==> src/rtl/byte_fifo_fwft.sv <==
// First-word-fall-through byte FIFO, single clock domain.
// The head entry is shown on read_data whenever not_empty is high; read_enable pops it.
module byte_fifo_fwft #(
    parameter int DEPTH = 512,
    parameter int CNT_W = $clog2(DEPTH) + 1
) (
    input  logic             clock,
    input  logic             reset,
    input  logic             write_enable,
    input  logic [7:0]       write_data,
    input  logic             read_enable,
    output logic [7:0]       read_data,
    output logic [CNT_W-1:0] slots_free,
    output logic             not_empty
);

    localparam int AW = $clog2(DEPTH);
    localparam logic [CNT_W-1:0] FULL_COUNT = CNT_W'(DEPTH);

    logic [7:0]       mem [DEPTH];
    logic [AW-1:0]    wr_ptr;
    logic [AW-1:0]    rd_ptr;
    logic [CNT_W-1:0] count;
    logic [CNT_W-1:0] count_next;
    logic             push_ok;
    logic             pop_ok;

    // A full FIFO still takes a push when the head leaves in the same cycle.
    assign pop_ok  = read_enable && (count != '0);
    assign push_ok = write_enable && ((count != FULL_COUNT) || pop_ok);

    always_comb begin
        // NOTE: default first so every path assigns count_next and no latch is inferred.
        count_next = count;
        if (push_ok && !pop_ok)
            count_next = count + CNT_W'(1);
        else if (pop_ok && !push_ok)
            count_next = count - CNT_W'(1);
    end

    always_ff @(posedge clock) begin
        // NOTE: non-blocking assignments so every register samples pre-edge values.
        if (reset) begin
            wr_ptr     <= '0;
            rd_ptr     <= '0;
            count      <= '0;
            slots_free <= FULL_COUNT;
            not_empty  <= 1'b0;
        end else begin
            if (push_ok) wr_ptr <= wr_ptr + AW'(1);
            if (pop_ok)  rd_ptr <= rd_ptr + AW'(1);
            count      <= count_next;
            slots_free <= FULL_COUNT - count_next;
            not_empty  <= (count_next != '0);
        end
    end

    // NOTE: storage has no reset; stale bytes are never visible because not_empty gates them.
    always_ff @(posedge clock) begin
        if (push_ok && !reset)
            mem[wr_ptr] <= write_data;
    end

    assign read_data = mem[rd_ptr];

endmodule

==> config.mk <==
export PLATFORM = sky130hd
export DESIGN_NAME = byte_fifo_fwft
export DESIGN_NICKNAME = d
export VERILOG_FILES = /design/src/rtl/byte_fifo_fwft.sv
export SDC_FILE = /design/constraint.sdc
export NUM_CORES = 2
export LEC_CHECK = 0
export BUFFER_PORTS_ARGS = -buffer_cell sky130_fd_sc_hd__clkbuf_2
export CORE_MARGIN = 1.5
export CORE_UTILIZATION = 57
export CTS_CLUSTER_DIAMETER = 30
export CTS_CLUSTER_SIZE = 16
export DETAILED_ROUTE_END_ITERATION = 6
export HOLD_SLACK_MARGIN = 0.1
export PLACE_DENSITY = 0.75
export SYNTH_ARGS = -nofsm -noshare
export SYNTH_HDL_FRONTEND = slang
export SYNTH_SLANG_ARGS = --single-unit
==> constraint.sdc <==
create_clock -name clock -period 2.9 [get_ports clock]
set_input_delay 0.145 -clock clock [delete_from_list [all_inputs] [get_ports clock]]
set_output_delay 0.145 -clock clock [all_outputs]
set_load 0.01 [all_outputs]
==> out/metrics.csv <==
stage,metric,value,unit
outcome,status,"finished, violations left",
outcome,violations,negative setup slack,
sta,fin_skew,71.9,ps
pwr,pwr-share-comb,16.9,%
floorplan,ios,31,
logic_synthesis,synth.distinct_cells,81,
logic_synthesis,synthCells,8432,
sta,setup_tns,-127320,ps
sta,max_slew.worst_pin.slew,1220,ps
sta,setup_ws,-1960,ps
sta,slew_headroom,18.6,%
route,wl_per_cell,39.0,um
critical_path,crit_path_max_incr_delay,740,ps
route,via_count,103840,
critical_path,critPathTopFamily,compound AO/OA/AOI/OAI gates,
clocking,root_buffer,clkbuf_16,
clocking,clk_pin_slew,60,ps
floorplan,fp.dieH,536,um
route,dr.pass1.iters,6,
global_routing,grt_pass1_vias,102503,
worst_hold_path,hold_path.class,input port to flop,
logic_synthesis,synth_top_area_share,75.8,%
critical_path,path_cells,buf_4 > buf_12 > buf_4 > nand4bb_1 > buf_4 > buf_4 > nor2_1 > o21ai_0 > o31a_1 > nand4_1 > o211ai_1 > and4_4 > buf_8,
floorplan,core_area,283000,um2
final_layout,final_nets,10172,
sta,hold_viol_final,0,
global_routing,grt_pass1_wl,741000,um
logic_synthesis,yosysTopAreaCell,edfxtp_1,
floorplan,start_util,57.4,%
route,ant_nets,0,
pwr,power.total,176,mW
sta,drv_slew,0,
clocking,insertion_delay,1080,ps
logic_synthesis,syn_area_per_cell,19.2,um2
route,drc_errors,0,
critical_path,critPathCaptureType,output port,
pwr,p_int,128,mW
placed_design,gp_routability_congestion,0.928,
clocking,numCtsBuffers,639,
sta,post-route-period-util,168,%
critical_path,cp_max_fo,6,
logic_synthesis,async_flop_share,0,%
logic_synthesis,ys_ff_latch,4143,
critical_path,crit_required,2760,ps
logic_synthesis,synth_area,162000,um2
sta,min_period,4860,ps
global_routing,grt_use_total,36.3,%
pwr,switchingPower,47.4,mW
pwr,peakVddDrop,0.000842,V
floorplan,rows,195,
pwr,switching_share,27.0,%
clocking,clkSinkCount,4143,
logic_synthesis,ys.flop_type,edfxtp_1,
job,cap_violations,0,
global_routing,antenna_found_initial,21,
pwr,pwr-share-clk,45.5,%
clocking,clk_path_buf_depth,4,
logic_synthesis,ys_seq_area_share,76.4,%
route,wl,563000,um
sta,finalSetupViolCount,2056,
final_layout,postLayoutCellArea,210000,um2
floorplan,die_area,288000,um2
sta,rsz0062_at_grt,true,
critical_path,start_kind,flop,
clocking,cts_max_level,6,
pwr,p_leak,67.6,nW
pwr,seqPwrFrac,37.6,%
route,drtIter0Drc,18310,
route,via_per_inst,7.19,
critical_path,crit_buf_inv,6,
critical_path,cpMostUsedCell,buf_4,
final_layout,syn_to_final_growth,29.3,%
global_routing,grt_max_degree,139,
critical_path,path_class,flop to output port,
logic_synthesis,syn_nets,8452,
clocking,cts_tree,done,
placed_design,portBuffers,30,
final_layout,drive_gt1_share,38.9,%
pwr,power_density,837,nW/um2
sta,holdWs,158,ps
final_layout,final_util,74.2,%
critical_path,crit_arrival,4720,ps
placed_design,dp_hpwl,292000,um
floorplan,chipWidth,536,um
global_routing,grt-ovfl-total,0,
sta,clock.fmax,206,MHz
logic_synthesis,ys_top_cells_by_area,"edfxtp_1 (76%), mux4_2 (8.9%), mux2i_1 (5.0%)",
logic_synthesis,yosys_warnings,0,
placed_design,placed_area,177000,um2
logic_synthesis,synth_edf_count,4096,
critical_path,cpMaxStageDelayCell,o211ai_1,
-- layer usage --
metal / GRT usage, % / up-vias / part of all wire (%)
met5: 0 / - / 0.045
met4: 25.4 / 26 / 9.8
met3: 11.1 / 3144 / 15
met2: 56.2 / 10808 / 45
met1: 43.9 / 51334 / 30
li1: - / 38528 / -
-- Yosys cell counts, types with 24 or more instances --
master and number:
o22ai_1 206, a211oi_1 50, nor4_1 41, o221ai_1 274, nand4_1 34, nand2_1 144, nor3_1 111, buf_2 128
edfxtp_1 4096, mux4_2 639, a31oi_1 24, buf_1 44, a21oi_1 182, mux2_2 24, buf_4 88, dfxtp_1 47
clkbuf_1 283, nor2_1 670, nand3_1 56, o21ai_0 124, a22oi_1 43, mux2i_1 805
-- cell usage in the layout, fill, tap and decap left out, types with 20 or more instances in the layout --
master | netlist | routed
a211oi_1 | 50 | 31
a21oi_1 | 182 | 159
a22oi_1 | 43 | 32
a31oi_1 | 24 | 20
buf_12 | 0 | 222
buf_16 | 0 | 56
buf_4 | 88 | 1101
buf_6 | 9 | 166
buf_8 | 0 | 30
bufinv_16 | 0 | 79
clkbuf_1 | 283 | 50
clkbuf_16 | 0 | 652
clkinv_1 | 1 | 82
clkinv_16 | 0 | 46
clkinv_2 | 0 | 65
clkinv_4 | 0 | 52
clkinvlp_4 | 0 | 77
dfxtp_1 | 47 | 39
edfxtp_1 | 4096 | 4096
inv_6 | 0 | 67
mux2_2 | 24 | 23
mux2i_1 | 805 | 776
mux4_2 | 639 | 639
nand2_1 | 144 | 100
nand2_8 | 0 | 23
nand3_1 | 56 | 49
nand4_1 | 34 | 34
nor2_1 | 670 | 247
nor2_2 | 0 | 178
nor2_4 | 0 | 245
nor3_1 | 111 | 88
nor3_2 | 0 | 20
o21ai_0 | 124 | 91
o21ai_1 | 0 | 25
o221ai_1 | 274 | 196
o221ai_2 | 0 | 58
o221ai_4 | 0 | 20
o22ai_1 | 206 | 163
o22ai_2 | 0 | 33
-- stage by stage --
stage               worst slack [ps]  cells
finish                         -1960  14447
floorplan                       20.9   8432
global placement               -1920  12987
detailed placement             -1890  12987
CTS                            -1690  14339
global route                   -1920  14431
-- area by class of cell --
class                           count  area (um2)
Inverter                           18        82.6
Antenna cell                       17        42.5
Tap cell                         3743        4680
Clock inverter                    484        6270
Timing Repair Buffer             1631       17500
Clock buffer                      692       16200
Sequential cell                  4143      124000
Fill cell                       13707       72800
Multi-Input combinational cell   3719       40900
-- path summary, 6_finish.rpt --
path / slack, ps / depth (start not counted) / from / endpoint
worst max-delay path: -1960 / 13 / flop / read_data[1]
worst min-delay path: 160 / 2 / write_data[0] / mem[420][0]
worst min register to register: 570 / 2 / rd_ptr[8] / flop
worst max register to register: -220 / 13 / count[3] / mem[72][5]
-- registers in the layout, summed over array words and instances (netlist names), named ones only --
name,cells
rd_ptr,9
mem,4096
not_empty,1
slots_free,10
wr_ptr,9
count,9
-- cell families (layout without fill, tap and decap cells) --
logic type / after synthesis / after routing / synth area share, %
adders and majority gates: 8 / 8 / 0.0617
muxes: 1468 / 1468 / 14.0
DFF: 4143 / 4143 / 76.4
xor gates and xnor gates: 28 / 28 / 0.151
AOI/OAI and AO/OA: 1036 / 1036 / 4.45
and+or+nand+nor: 1179 / 1179 / 3.24
other: 0 / 17 / 0
buffers and inverters: 570 / 2825 / 1.66
-- timing repair --
item,4_1_cts,5_1_grt
setup buffers,152,94
gates cloned,40,12
setup endpoints to repair,4041,3666
hold buffers,14,0
pin swaps,98,103
endpoints found under the hold margin,4081,0
resized for setup,1044,548
-- power by group through the flow --
stage	Clock (mW)	Combinational [mW]	Sequential, mW
2_1_floorplan	0	14.3	67.3
4_1_cts	78.9	26.8	66.1
3_3_place_gp	0	22.8	67.3
5_1_grt	82.2	30.0	66.1
3_5_place_dp	0	23.3	67.4
6_report	79.9	29.6	66.1
Note: power is estimated with default switching activity, not from simulation.
